--- config.mk ---
export PLATFORM = sky130hd
export DESIGN_NAME = segasys1_vtiming_out
export DESIGN_NICKNAME = d
export VERILOG_FILES = /design/src/rtl/segasys1_vid_pkg.sv /design/src/rtl/sys1_vid_delay.sv /design/src/rtl/segasys1_vtiming_out.sv
export SDC_FILE = /design/constraint.sdc
export NUM_CORES = 1
export LEC_CHECK = 0
export CAP_MARGIN = 20
export CORE_UTILIZATION = 44
export CTS_CLUSTER_SIZE = 24
export DETAILED_ROUTE_END_ITERATION = 7
export GPL_TIMING_DRIVEN = 0
export HOLD_SLACK_MARGIN = 0.12
export PLACE_DENSITY = 0.82
export SLEW_MARGIN = 40
export SYNTH_ARGS = -nofsm -noshare
export SYNTH_HDL_FRONTEND = slang
export SYNTH_SLANG_ARGS = --single-unit
--- constraint.sdc ---
create_clock -name VCLK -period 1.89 [get_ports VCLK]
set_input_delay 0.189 -clock VCLK [delete_from_list [all_inputs] [get_ports VCLK]]
set_output_delay 0.189 -clock VCLK [all_outputs]
set_load 0.05 [all_outputs]
--- src/rtl/segasys1_vid_pkg.sv ---
// Shared definitions for the SEGASYS1 raster timing / video output stage.
// Optional feature macro: VOUT_SCANLINE_EN (adds PV[0] to the flag bundle for the scanline effect).
package segasys1_vid_pkg;

  // Default raster timing
  localparam int unsigned DEF_H_TOTAL  = 384;
  localparam int unsigned DEF_H_VIS    = 256;
  localparam int unsigned DEF_HS_START = 288;
  localparam int unsigned DEF_HS_LEN   = 32;
  localparam int unsigned DEF_V_TOTAL  = 262;
  localparam int unsigned DEF_V_VIS    = 224;
  localparam int unsigned DEF_VS_START = 232;
  localparam int unsigned DEF_VS_LEN   = 3;
  localparam int unsigned DEF_PIX_LAT  = 2;

  // Raster flags travelling alongside the pixel pipeline
`ifdef VOUT_SCANLINE_EN
  typedef struct packed {
    logic pv0;
    logic fr;
    logic vs;
    logic hs;
    logic vb;
    logic hb;
  } vid_flags_t;
`else
  typedef struct packed {
    logic fr;
    logic vs;
    logic hs;
    logic vb;
    logic hb;
  } vid_flags_t;
`endif

  localparam int unsigned FLAGS_W = $bits(vid_flags_t);

  // BBGGGRRR -> {R8,G8,B8} by bit replication
  function automatic logic [23:0] rgb332_expand(input logic [7:0] rgb);
    logic [2:0] r;
    logic [2:0] g;
    logic [1:0] b;
    r = rgb[2:0];
    g = rgb[5:3];
    b = rgb[7:6];
    return {r, r, r[2:1], g, g, g[2:1], b, b, b, b};
  endfunction

endpackage

--- src/rtl/sys1_vid_delay.sv ---
// Fixed-depth shift register with synchronous reset to a caller-supplied value.
module sys1_vid_delay
  import segasys1_vid_pkg::*;
#(
  parameter int unsigned W     = 1,
  parameter int unsigned DEPTH = 1
) (
  input  logic         clk,
  input  logic         rst,
  input  logic [W-1:0] rst_val,
  input  logic [W-1:0] d,
  output logic [W-1:0] q
);

  logic [W-1:0] stage [DEPTH];

  // Shift one stage per clock; reset loads every stage with rst_val
  always_ff @(posedge clk) begin
    if (rst) begin
      for (int i = 0; i < DEPTH; i++) begin
        stage[i] <= rst_val;
      end
    end else begin
      stage[0] <= d;
      for (int i = 1; i < DEPTH; i++) begin
        stage[i] <= stage[i-1];
      end
    end
  end

  assign q = stage[DEPTH-1];

endmodule

--- src/rtl/segasys1_vtiming_out.sv ---
// Raster counters, blank/sync generation and RGB332 output stage for SEGASYS1 video.
// Flags are delayed PIX_LAT cycles to line up with the palette byte returned by the video block,
// then registered together with the expanded colour.
// VBL is the vertical blank output (VB is the blue channel).
// Optional feature macro: VOUT_SCANLINE_EN (halve colour on odd lines while SLEN=1).
module segasys1_vtiming_out
  import segasys1_vid_pkg::*;
#(
  parameter int unsigned H_TOTAL  = DEF_H_TOTAL,
  parameter int unsigned H_VIS    = DEF_H_VIS,
  parameter int unsigned HS_START = DEF_HS_START,
  parameter int unsigned HS_LEN   = DEF_HS_LEN,
  parameter int unsigned V_TOTAL  = DEF_V_TOTAL,
  parameter int unsigned V_VIS    = DEF_V_VIS,
  parameter int unsigned VS_START = DEF_VS_START,
  parameter int unsigned VS_LEN   = DEF_VS_LEN,
  parameter int unsigned PIX_LAT  = DEF_PIX_LAT
) (
  input  logic       VCLK,
  input  logic       RESET,
  output logic [8:0] PH,
  output logic [8:0] PV,
  input  logic [7:0] RGB8,
  input  logic       SLEN,
  output logic [7:0] VR,
  output logic [7:0] VG,
  output logic [7:0] VB,
  output logic       HB,
  output logic       VBL,
  output logic       HS,
  output logic       VS,
  output logic       FRAME
);

  if (PIX_LAT < 1 || PIX_LAT > 7) begin : g_bad_pix_lat
    $error("PIX_LAT must be in the range 1..7");
  end

  localparam logic [8:0] H_LAST  = 9'(H_TOTAL - 1);
  localparam logic [8:0] V_LAST  = 9'(V_TOTAL - 1);
  localparam logic [9:0] H_VIS_X = 10'(H_VIS);
  localparam logic [9:0] V_VIS_X = 10'(V_VIS);
  localparam logic [9:0] HS_LO   = 10'(HS_START);
  localparam logic [9:0] HS_HI   = 10'(HS_START + HS_LEN);
  localparam logic [9:0] VS_LO   = 10'(VS_START);
  localparam logic [9:0] VS_HI   = 10'(VS_START + VS_LEN);

  logic [8:0] ph_q, ph_d;
  logic [8:0] pv_q, pv_d;

  // Next raster position: PV advances only when PH wraps
  always_comb begin
    ph_d = ph_q + 9'd1;
    pv_d = pv_q;
    if (ph_q == H_LAST) begin
      ph_d = '0;
      pv_d = (pv_q == V_LAST) ? '0 : pv_q + 9'd1;
    end
  end

  // Raster counter registers
  always_ff @(posedge VCLK) begin
    if (RESET) begin
      ph_q <= '0;
      pv_q <= '0;
    end else begin
      ph_q <= ph_d;
      pv_q <= pv_d;
    end
  end

  assign PH = ph_q;
  assign PV = pv_q;

  vid_flags_t flags_raw;
  vid_flags_t flags_rst;
  vid_flags_t flags_tap;
  logic [9:0] ph_x;
  logic [9:0] pv_x;

  // Decode raw flags from the current position; reset value is blanked with no sync
  always_comb begin
    ph_x          = {1'b0, ph_q};
    pv_x          = {1'b0, pv_q};
    flags_raw     = '0;
    flags_raw.hb  = (ph_x >= H_VIS_X);
    flags_raw.vb  = (pv_x >= V_VIS_X);
    flags_raw.hs  = (ph_x >= HS_LO) && (ph_x < HS_HI);
    flags_raw.vs  = (pv_x >= VS_LO) && (pv_x < VS_HI);
    flags_raw.fr  = (ph_q == '0) && (pv_q == '0);
`ifdef VOUT_SCANLINE_EN
    flags_raw.pv0 = pv_q[0];
`endif
    flags_rst     = '0;
    flags_rst.hb  = 1'b1;
    flags_rst.vb  = 1'b1;
  end

  sys1_vid_delay #(
    .W     (FLAGS_W),
    .DEPTH (PIX_LAT)
  ) u_flag_delay (
    .clk     (VCLK),
    .rst     (RESET),
    .rst_val (flags_rst),
    .d       (flags_raw),
    .q       (flags_tap)
  );

  logic [23:0] rgb_exp;
  logic [7:0]  r_d, g_d, b_d;

`ifndef VOUT_SCANLINE_EN
  logic unused_slen;
  assign unused_slen = SLEN;
`endif

  // Expand palette byte, apply optional scanline dimming, then force black while blanked
  always_comb begin
    rgb_exp = rgb332_expand(RGB8);
    r_d     = rgb_exp[23:16];
    g_d     = rgb_exp[15:8];
    b_d     = rgb_exp[7:0];
`ifdef VOUT_SCANLINE_EN
    if (SLEN && flags_tap.pv0) begin
      r_d = {1'b0, r_d[7:1]};
      g_d = {1'b0, g_d[7:1]};
      b_d = {1'b0, b_d[7:1]};
    end
`endif
    if (flags_tap.hb || flags_tap.vb) begin
      r_d = '0;
      g_d = '0;
      b_d = '0;
    end
  end

  logic [7:0] vr_q, vg_q, vb_q;
  logic       hb_q, vbl_q, hs_q, vs_q, frame_q;

  // Output register stage
  always_ff @(posedge VCLK) begin
    if (RESET) begin
      vr_q    <= '0;
      vg_q    <= '0;
      vb_q    <= '0;
      hb_q    <= 1'b1;
      vbl_q   <= 1'b1;
      hs_q    <= 1'b0;
      vs_q    <= 1'b0;
      frame_q <= 1'b0;
    end else begin
      vr_q    <= r_d;
      vg_q    <= g_d;
      vb_q    <= b_d;
      hb_q    <= flags_tap.hb;
      vbl_q   <= flags_tap.vb;
      hs_q    <= flags_tap.hs;
      vs_q    <= flags_tap.vs;
      frame_q <= flags_tap.fr;
    end
  end

  assign VR    = vr_q;
  assign VG    = vg_q;
  assign VB    = vb_q;
  assign HB    = hb_q;
  assign VBL   = vbl_q;
  assign HS    = hs_q;
  assign VS    = vs_q;
  assign FRAME = frame_q;

endmodule

==> impl_metrics.toml <==
[global_route]
grt_remaining_overflow = 0
grt_pass1_wl_um = 5802
grt_max_degree = 16
antenna_found_initial = 0
met1_usage_pct = 22.20
grt.total_usage_pct = 18.70
grtUsageMet2_pct = 28.99
grt_use_met3_pct = 6.071
grt_pass1_vias = 1251
grt.busiest_layer = "met2"

[drt]
drc = 0
drtIter0Drc = 38
dr.pass1.iters = 4
vias_per_cell = 4.804
num_vias = 1374
detail-route-antenna-nets = 0
wl_per_cell_um = 12.21
drt_wl_total_um = 3493

[power_and_ir_drop]
ir_drop_v = 0.0003647
p_clk_share_pct = 36.9
p_sw_share_pct = 25.75
pwr-share-comb_pct = 8.3
power.internal_w = 0.001209
leakage_nw = 1.037
power_switching_w = 0.0004194
powerDensity_mw_per_mm2 = 669.3
seqPwrFrac_pct = 54.7
power.total_w = 0.001629

[sta]
fin_crit_sh_pct = 96.42
tightest_slew_ps = 527.7
max_slew_margin_pct = 64.76
setup_viol = 0
setup_tns_ps = 0
skew_ps = 2.942
grt_setup_unrepaired = "false"
maxSlewViolCount = 0
fmaxAchievable_mhz = 548.7
period_minus_slack_ps = 1822
final-hold-violation-count = 0

[clocking]
cts_buffers = 5
insertion_delay_ps = 300
clock_sinks = 41
root_buffer = "clkbuf_8"
clockBufferDepth = 2
hold_buffers = 0
ctsHtreeMaxLevel = 2
cts_tree = "done"
clk_pin_slew_ps = 80

[finish]
final_nets = 253
finalNonFillerCells = 286
antenna_cells = 0
layout-drive-gt1-share_pct = 15.97
area_delta_synth_final_pct = 44.18

[setup_path]
path_buf_inv = 1
endpoint_kind = "output port"
path_class = "register to output port"
worst-path-max-fanout = 6
critPathLaunchType = "register"
crit_family = "buffers and inverters"
worstPathRequired_ps = 1700
slowest_stage = "clkdlybuf4s50_1"
path_cells = "clkdlybuf4s50_1"
critPathArrivalTime_ps = 1630
slowest_delay_ps = 860

[placement]
gp_congestion = 0.7971
numPortBuffers = 56
hpwlAfterDp_um = 2340
dp.cells = 276

[synth]
syn-num-nets = 188
ys_types = 32
netlist_instances = 172
avgSynthCellArea_um2 = 9.813
ys_ff_latch = 41
netlist_area_mm2 = 0.001688
ys_seq_area_share_pct = 48.63
ys_warn_count = 0

[floorplan]
dieWidth_um = 63.94
ios = 58
core_mm2 = 0.003661
dieHeight_um = 63.94
dieArea_mm2 = 0.004088
start_util_pct = 46.10
rows = 22

[hold_path]
hold_path_class = "register to register"

[flow_run]
maxCapViolCount = 0

[run_status]
outcome = "completed"
cells in the final DEF (no fill, tap or decap), types with 2 or more instances in the layout:
master,n
nand3_1,8
inv_1,7
dfxtp_1,39
and2_1,8
clkdlybuf4s50_1,49
dfxtp_2,2
inv_6,2
nor2b_1,7
clkbuf_8,5
nor4_1,8
dlymetal6s2s_1,6
xnor2_1,10
nand4_1,4
clkbuf_1,3
or2_2,5
nor3_1,8
buf_4,18
nand2_1,5
ha_1,5
a21oi_1,4
o21ai_0,3
xor2_1,2
nor2_1,13
or3_1,2
cell usage after synthesis:
| cell | number | area (um^2) |
|---|---|---|
| and4_1 | 1 | 8.760 |
| or2_1 | 1 | 6.260 |
| nor3b_1 | 1 | 7.510 |
| inv_1 | 7 | 26.28 |
| nor4_4 | 1 | 21.27 |
| xnor2_1 | 10 | 87.58 |
| buf_6 | 1 | 11.26 |
| o21ai_0 | 3 | 15.01 |
| nand3_1 | 8 | 40.04 |
| nor4b_1 | 1 | 8.760 |
| xor2_1 | 2 | 17.52 |
| a21o_1 | 1 | 7.510 |
| a21oi_1 | 4 | 20.02 |
| nand3b_1 | 1 | 7.510 |
| clkbuf_2 | 1 | 5.000 |
| nor2b_1 | 7 | 43.79 |
| dfxtp_1 | 41 | 820.8 |
| nand2_1 | 5 | 18.77 |
| nor4_1 | 8 | 50.05 |
| nor3_1 | 8 | 40.04 |
| or3_1 | 2 | 12.51 |
| clkbuf_1 | 3 | 11.26 |
| or2_2 | 5 | 31.28 |
| and2b_1 | 1 | 7.510 |
| and2_1 | 8 | 50.05 |
| nand4_1 | 4 | 25.02 |
| nor2_1 | 13 | 48.80 |
| nand4b_4 | 1 | 23.77 |
| ha_1 | 5 | 62.56 |
| a311o_1 | 1 | 10.01 |
| buf_4 | 16 | 120.1 |
| nand4_4 | 1 | 21.27 |
layer usage:
metal	routed length, um	vias to the layer above	share of wire [%]
met2	1658	55	47
met3	215	5	6.2
met4	64	0	1.8
li1	-	689	-
met1	1555	625	45
met5	0	-	0
logic make-up after synthesis:
| kind of cell | synth area share [%] |
|---|---|
| DFF | 48.63 |
| and+or+nand+nor | 28.02 |
| AOI/OAI and AO/OA | 3.113 |
| xor gates and xnor gates | 6.227 |
| buffers and inverters | 10.30 |
| adders and majority gates | 3.706 |
path summary, 6_finish.rpt:
kind,cells after the start,slack (ps),start,end
worst max-delay path,1,70,PH[6],PH[6]
worst min-delay path,1,410,u_flag_delay.stage[0][1],u_flag_delay.stage[0][6]
worst max register to register,6,190,PH[0],PV[7]
worst min register to register,1,410,u_flag_delay.stage[0][1],u_flag_delay.stage[0][6]
final cells by class:
cell class	count	area (um^2)
clock inverters	3	25.02
well taps	48	60.06
clock buffers	5	68.82
plain buffers	21	147.6
flip-flops and latches	41	823.3
repair buffers	58	589.3
inverters	7	26.28
fillers	298	1227
multi-input cells	103	693.2
power by group through the flow:
stage | sequential, W | clock [W] | combinational [W]
2_1_floorplan | 0.000944 | 0 | 0.0000504
3_3_place_gp | 0.000911 | 0 | 0.000135
3_5_place_dp | 0.000912 | 0 | 0.000137
4_1_cts | 0.000891 | 0.000627 | 0.000137
5_1_grt | 0.000893 | 0.000672 | 0.000145
6_report | 0.000891 | 0.000602 | 0.000136
state kept, by name (all words and copies together) (netlist names), 2 cells and up:
signal	cells
u_flag_delay.stage	10
PH	9
PV	9
VG	3
VR	3
VB	2
worst register-to-register path: stages, from the launching register on:
cell,delay (ps)
dfxtp_2,380
ha_1,280
nand2_1,200
nor4_4,190
buf_4,200
a21o_1,260
nor2_1,80
timing repair:
item | in CTS | in global routing
gates resized for setup | 1 | 6
setup buffers | 0 | 2
endpoints found under the setup margin | 1 | 13
pin swaps | 0 | 1
gates cloned | 0 | 0
metrics by stage:
step	util, %	hold slack, ps	worst slack [ps]	instance area (um^2)
after global placement	63.12	392.3	75.16	2311
final	66.47	412.8	67.65	2434
after global routing	66.47	423.6	4.897	2434
after CTS	65.65	413.8	15.97	2404
after detailed placement	63.12	392.9	54.81	2311
after floorplan	-	260.6	61.40	1690
Note: power is estimated with default switching activity, not from simulation.
